File: config.mk
export PLATFORM = sky130hd
export DESIGN_NAME = cpu_flat
export DESIGN_NICKNAME = d
export VERILOG_FILES = /design/src/rtl/cpu_if.sv /design/src/rtl/cpu.sv /design/src/flat_wrapper.sv
export SDC_FILE = /design/constraint.sdc
export NUM_CORES = 1
export LEC_CHECK = 0
export ABC_CLOCK_PERIOD_IN_PS = 7490
export BUFFER_PORTS_ARGS = -buffer_cell sky130_fd_sc_hd__buf_2
export CORE_UTILIZATION = 60
export DETAILED_ROUTE_END_ITERATION = 8
export GPL_ROUTABILITY_DRIVEN = 0
export PLACE_DENSITY = 0.74
export RECOVER_POWER = 50
export SLEW_MARGIN = 15
export SYNTH_ARGS = -nofsm -noshare
export SYNTH_HDL_FRONTEND = slang
export SYNTH_SLANG_ARGS = --single-unit
File: constraint.sdc
create_clock -name clock -period 7.49 [get_ports clock]
set_input_delay 0 -clock clock [delete_from_list [all_inputs] [get_ports clock]]
set_output_delay 0 -clock clock [all_outputs]
set_load 0.02 [all_outputs]
File: src/rtl/cpu_if.sv
// Memory port of the Sigma-subset CPU: 17-bit word address out, 32-bit read data back.
// Bit 0 is the most significant bit on both buses.
interface cpu_if;
  logic [15:31] address;
  logic [0:31]  mem_data;

  modport master (output address, input  mem_data);
  modport slave  (input  address, output mem_data);
endinterface

File: src/rtl/cpu.sv
// Read-only subset of the Xerox Sigma CPU: fetch / execute (optional indirect) / halt on WAIT.
// Define CPU_INDIRECT_EN to enable the indirect-address phase; by default bit 0 is ignored.
module cpu #(
  parameter logic [15:31] RESET_PC = 17'h00000
) (
  input  logic  clock,
  input  logic  reset,
  cpu_if.master bus
);

`ifdef CPU_INDIRECT_EN
  localparam logic IND_EN = 1'b1;
`else
  localparam logic IND_EN = 1'b0;
`endif

  localparam logic [0:6] OP_AI   = 7'h20;
  localparam logic [0:6] OP_LI   = 7'h22;
  localparam logic [0:6] OP_WAIT = 7'h2E;
  localparam logic [0:6] OP_AW   = 7'h30;
  localparam logic [0:6] OP_CW   = 7'h31;
  localparam logic [0:6] OP_LW   = 7'h32;
  localparam logic [0:6] OP_BCR  = 7'h68;
  localparam logic [0:6] OP_BCS  = 7'h69;

  typedef enum logic [1:0] {
    PH_FETCH = 2'd0,
    PH_EXEC  = 2'd1,
    PH_IND   = 2'd2,
    PH_HALT  = 2'd3
  } phase_t;

  phase_t        phase_r;
  logic [15:31]  p_r;
  logic [0:31]   c_r;
  logic [0:6]    o;
  logic          ende;
  logic [0:31]   gpr_r [0:15];
  logic [1:4]    cc_r;
  logic [15:31]  ind_ea_r;

  logic [0:6]    op_s;
  logic [0:3]    r_s;
  logic [0:2]    x_s;
  logic [0:31]   imm_s;
  logic [0:31]   rval_s;
  logic [15:31]  index_s;
  logic [15:31]  ea_s;
  logic [15:31]  eff_ea_s;
  logic [0:31]   operand_s;
  logic [32:0]   sum_s;
  logic [0:31]   add_res_s;
  logic          add_ovf_s;
  logic          cmp_gt_s;
  logic          cmp_lt_s;
  logic          wr_en_s;
  logic [0:31]   res_s;
  logic [1:4]    cc_upd_s;
  logic          br_take_s;
  logic [15:31]  addr_s;

  // Branches and memory-reference ops all use the effective address.
  function automatic logic is_ea_op(input logic [0:6] op);
    return (op == OP_LW) || (op == OP_AW) || (op == OP_CW) ||
           (op == OP_BCR) || (op == OP_BCS);
  endfunction

  // {result > 0, result < 0} for a signed 32-bit value.
  function automatic logic [0:1] sign_flags(input logic [0:31] v);
    return {(!v[0] && (v != 32'h00000000)), v[0]};
  endfunction

  assign op_s      = c_r[1:7];
  assign r_s       = c_r[8:11];
  assign x_s       = c_r[12:14];
  assign imm_s     = {{12{c_r[12]}}, c_r[12:31]};
  assign rval_s    = gpr_r[r_s];
  assign index_s   = (x_s != 3'd0) ? gpr_r[x_s][15:31] : 17'h00000;
  assign ea_s      = c_r[15:31] + index_s;
  // Indexing happened before the pointer was fetched, so the IND result is used as-is.
  assign eff_ea_s  = (IND_EN && c_r[0]) ? ind_ea_r : ea_s;
  assign operand_s = (op_s == OP_AI) ? imm_s : bus.mem_data;
  assign sum_s     = {1'b0, rval_s} + {1'b0, operand_s};
  assign add_res_s = sum_s[31:0];
  assign add_ovf_s = (rval_s[0] == operand_s[0]) && (add_res_s[0] != rval_s[0]);
  assign cmp_gt_s  = $signed(rval_s) > $signed(bus.mem_data);
  assign cmp_lt_s  = $signed(rval_s) < $signed(bus.mem_data);

  // Execute-cycle datapath: register write value, new condition code, branch decision.
  always_comb begin
    wr_en_s   = 1'b0;
    res_s     = 32'h00000000;
    cc_upd_s  = cc_r;
    br_take_s = 1'b0;
    case (op_s)
      OP_LI: begin
        wr_en_s  = 1'b1;
        res_s    = imm_s;
        cc_upd_s = {2'b00, sign_flags(imm_s)};
      end
      OP_AI, OP_AW: begin
        wr_en_s  = 1'b1;
        res_s    = add_res_s;
        cc_upd_s = {sum_s[32], add_ovf_s, sign_flags(add_res_s)};
      end
      OP_LW: begin
        wr_en_s  = 1'b1;
        res_s    = bus.mem_data;
        cc_upd_s = {2'b00, sign_flags(bus.mem_data)};
      end
      OP_CW: begin
        cc_upd_s = {cc_r[1:2], cmp_gt_s, cmp_lt_s};
      end
      OP_BCR: begin
        br_take_s = ((cc_r & r_s) == 4'h0);
      end
      OP_BCS: begin
        br_take_s = ((cc_r & r_s) != 4'h0);
      end
      default: begin
        wr_en_s = 1'b0;
      end
    endcase
  end

  // Memory address: pointer during IND, EA while executing an EA op, else the PC.
  always_comb begin
    if (phase_r == PH_IND) begin
      addr_s = ea_s;
    end else if (ende && is_ea_op(o)) begin
      addr_s = eff_ea_s;
    end else begin
      addr_s = p_r;
    end
  end

  assign bus.address = addr_s;

  // Phase sequencer and all architectural state.
  always_ff @(posedge clock or negedge reset) begin
    if (!reset) begin
      phase_r  <= PH_FETCH;
      p_r      <= RESET_PC;
      c_r      <= 32'h00000000;
      o        <= 7'h00;
      ende     <= 1'b0;
      cc_r     <= 4'h0;
      ind_ea_r <= 17'h00000;
      for (int i = 0; i < 16; i++) begin
        gpr_r[i] <= 32'h00000000;
      end
    end else begin
      case (phase_r)
        PH_FETCH: begin
          c_r <= bus.mem_data;
          o   <= bus.mem_data[1:7];
          p_r <= p_r + 17'd1;
          if (IND_EN && bus.mem_data[0] && is_ea_op(bus.mem_data[1:7])) begin
            phase_r <= PH_IND;
            ende    <= 1'b0;
          end else begin
            phase_r <= PH_EXEC;
            ende    <= 1'b1;
          end
        end
        PH_IND: begin
          ind_ea_r <= bus.mem_data[15:31];
          phase_r  <= PH_EXEC;
          ende     <= 1'b1;
        end
        PH_EXEC: begin
          if (wr_en_s) begin
            gpr_r[r_s] <= res_s;
          end
          cc_r <= cc_upd_s;
          if (br_take_s) begin
            p_r <= eff_ea_s;
          end
          ende    <= 1'b0;
          phase_r <= (op_s == OP_WAIT) ? PH_HALT : PH_FETCH;
        end
        PH_HALT: begin
          ende <= 1'b0;
        end
        default: begin
          phase_r <= PH_FETCH;
          ende    <= 1'b0;
        end
      endcase
    end
  end

endmodule

File: src/flat_wrapper.sv
// flat-port wrapper written by rule: the top's interface ports become plain ports
module cpu_flat 
#(
  parameter logic [15:31] RESET_PC = 17'h00000
)
  (clock, reset, bus_address, bus_mem_data);
  cpu_if bus_i ();
  input  logic clock;
  input  logic reset;
  output wire logic [$bits(bus_i.address)-1:0] bus_address;
  input wire logic [$bits(bus_i.mem_data)-1:0] bus_mem_data;
  assign bus_address = bus_i.address;
  assign bus_i.mem_data = bus_mem_data;
  cpu #(.RESET_PC(RESET_PC)) u_core (.clock(clock), .reset(reset), .bus(bus_i));
endmodule
==> run_results.csv <==
group,metric,value,unit
outcome,status,"finished with violations",
outcome,violations,"negative hold slack, max-capacitance violations, max-slew violations",
sta,whs,-0.0109,ns
global_routing,antenna_found_initial,0,
setup_path,arrival,6.82,ns
sta,fmax,157,MHz
layout,layout_common_cells,"nand2_1 (566), dfrtp_1 (562), o21ai_0 (561)",
power_and_ir_drop,p_int,0.00701,W
power_and_ir_drop,switching_share,0.359,
synthesis,syn-num-nets,3003,
route,wl_met3,9020,microns
layout,finalNetCount,2980,
hold_path,hp-class,"in -> async",
sta,setup_violations,0,
route,drt_iter0_drc,2778,
floorplan,rows,81,
setup_path,r2r_start,"u_core.c_r[11]$_DFFE_PN0P_",
sta,hold_viol_final,13,
route,ant_nets,0,
power_and_ir_drop,p_sw,0.00393,W
power_and_ir_drop,pwr-share-clk,0.271,
route,viasPerCell,6.73,
route,finalWirelength,87600,microns
clocking,htree_levels,2,
power_and_ir_drop,combinationalPowerShare,0.340,
setup_path,cp.required,7.94,ns
power_and_ir_drop,seq_power_share,0.389,
clocking,insertion_delay,0.64,ns
job,maxCapViolCount,5,
synthesis,ys.flop_type,"dfrtp_1",
layout,drive_above_1_share,0.176,
sta,fin_crit_sh,0.851,
global_routing,grt_first_pass_wirelength,138000,microns
sta,setup_tns,0,ns
sta,worstMarginPinSlew,4.15,ns
sta,rsz0062_at_grt,"no",
layout,areaGrowthSynthToFinish,10.2,%
setup_path,start_kind,"flop",
setup_path,critPathMaxFanout,41,
power_and_ir_drop,power_density,332,nW/um^2
synthesis,syn_area_per_cell,10.4,sq um
route,route.detailed.drc,0,
floorplan,die_h,225,microns
floorplan,core-area,49100,sq um
synthesis,yosysUniqueCellTypes,81,
sta,timing.final.max_slew_violations,505,
synthesis,synth.largest_area_cell,"dfrtp_1",
clocking,clk_pin_slew_worst_paths,0.06,ns
power_and_ir_drop,peakVddDrop,188,uV
clocking,cts_buffer_depth,3,
route,top_layer_used,"met4",
synthesis,synth_edf_count,0,
clocking,clockRootBuffer,"clkbuf_16",
setup_path,worstSetupPathType,"reg -> reg",
global_routing,track_usage,0.357,
route,num_vias,24038,
floorplan,dieWidth,225,microns
synthesis,yosys.area.top_type_share,0.475,
floorplan,start_util,0.610,
setup_path,cp-startpoint,"u_core.c_r[11]$_DFFE_PN0P_",
route,dr.pass1.iters,7,
sta,period_needed,6.37,ns
route,wl_per_cell,24.5,microns
place,dp_cells,3436,
setup_path,end_kind,"flop",
synthesis,synthCells,2886,
synthesis,synth_area,29900,sq um
synthesis,synthArstFlopShare,1.00,
synthesis,synth_seq_cells,567,
synthesis,yosys_warnings,0,
global_routing,grt-ovfl-total,0,
power_and_ir_drop,leakagePower,14.4,nW
route,met2WireLength,39900,microns
clocking,cts_sinks,567,
global_routing,first_global_vias,24082,
clocking,numCtsBuffers,56,
place,hpwlAfterDp,53200,microns
clocking,cts_tree,"yes",
place,io_buffer_count,50,
global_routing,grt_max_degree,165,
floorplan,ios,51,
synthesis,ys_seq_area_frac,0.475,
layout,layout_commonest_cell,"nand2_1",
sta,slew_headroom,-1.77,
synthesis,netlist_top_cells_area,"dfrtp_1 (47%), mux4_2 (13%), o21ai_0 (9.4%), nand2_1 (7.3%), ha_1 (3.4%)",
floorplan,dieArea,50700,sq um
layout,final_cells,3573,
route,wl_met1,34200,microns
sta,skew,0.0299,ns
cell usage after synthesis (all sizes together) (4+ instances only):
cell / count
or3: 6
mux4: 177
nor4: 18
a211o: 5
a31oi: 18
nand4: 14
o21ai: 571
and4: 4
and3: 20
nor2b: 11
nand2: 578
a22o: 4
nor3b: 4
a221o: 5
a21oi: 79
nor2: 81
buf: 30
a22oi: 5
ha: 81
a21o: 34
nand2b: 6
inv: 58
o211ai: 5
a211oi: 11
nand3: 30
nor4b: 4
nor3: 28
mux2: 76
and2: 9
o21bai: 12
xor2: 9
a41oi: 5
clkbuf: 191
xnor2: 25
dfrtp: 567
o21a: 11
or4: 5
o31ai: 5
a222oi: 18
a221oi: 22
cell families after synthesis:
group,synth area share
muxes,0.162
adders and majority gates,0.0352
buffers and inverters,0.0371
DFF,0.475
and+or+nand+nor,0.117
xor gates and xnor gates,0.00996
AOI/OAI and AO/OA,0.164
layout make-up:
class	count	area, sq um
Antenna cell	1	2.50
Clock buffer	73	1560
Clock inverter	30	383
Fill cell	3592	16100
Inverter	59	221
Multi-Input combinational cell	2039	14700
Sequential cell	567	14200
Tap cell	664	831
Timing Repair Buffer	140	1000
power by group through the flow:
stage               clock (W)  combinational (W)  sequential [W]
floorplan                   0            0.00280         0.00397
global placement            0            0.00347         0.00424
detailed placement          0            0.00360         0.00428
CTS                   0.00299            0.00364         0.00423
global route          0.00311            0.00403         0.00432
finish                0.00297            0.00371         0.00425
routing by layer:
layer | track usage | vias up
met3 | 0.0798 | 313
met1 | 0.482 | 11974
met2 | 0.550 | 1357
met4 | 0.178 | 0
met5 | 0 | -
li1 | - | 10394
worst paths after layout:
check,slack (ns),end,cells after the start
worst max register to register,1.12,u_core.gpr_r[30]$_DFFE_PN0P_,13
min in group clock,0.26,u_core.c_r[28]$_DFFE_PN0P_,3
worst min-delay path,-0.01,u_core.gpr_r[325]$_DFFE_PN0P_,2
worst min register to register,0.48,u_core.gpr_r[347]$_DFFE_PN0P_,2
worst max-delay path,1.12,u_core.gpr_r[30]$_DFFE_PN0P_,13
max in group asynchronous,2.96,u_core.c_r[8]$_DFFE_PN0P_,3
stage by stage:
step / util / total power [W] / instance area [sq um] / setup slack (ns) / hold WS, ns
2_1_floorplan: - / 0.00676 / 29900 / 1.64 / -0.296
3_3_place_gp: 0.626 / 0.00771 / 30700 / 1.29 / 0.116
3_5_place_dp: 0.626 / 0.00788 / 30700 / 1.14 / 0.133
4_1_cts: 0.672 / 0.0109 / 33000 / 1.10 / 0.0585
5_1_grt: 0.672 / 0.0115 / 32900 / 0.616 / 0.0852
6_report: 0.672 / 0.0109 / 32900 / 1.12 / -0.0109
sequential cells by signal (all words and copies together) (netlist names):
name            count
u_core.gpr_r      512
u_core.c_r         24
u_core.p_r         17
u_core.o            7
u_core.cc_r         4
u_core.phase_r      2
u_core.ende         1
critical path, cell delays in order, from the launching register on:
cell and delay [ns]:
dfrtp_4 1.00, buf_4 0.38, mux4_2 0.53, mux4_2 0.53, ha_1 0.43, nor3_1 0.10
or4_4 0.50, a211o_4 0.37, a2111o_1 0.44, a41oi_2 0.30, nor4_1 0.07, a311o_2 0.40
a221oi_4 0.84, o21ai_0 0.23
repair_timing:
action                                 in CTS  in global routing
buffers inserted                            0                  0
hold buffers                               33                  0
gates resized for setup                     0                  0
endpoints found under the hold margin     168                  0
Note: power is estimated with default switching activity, not from simulation.
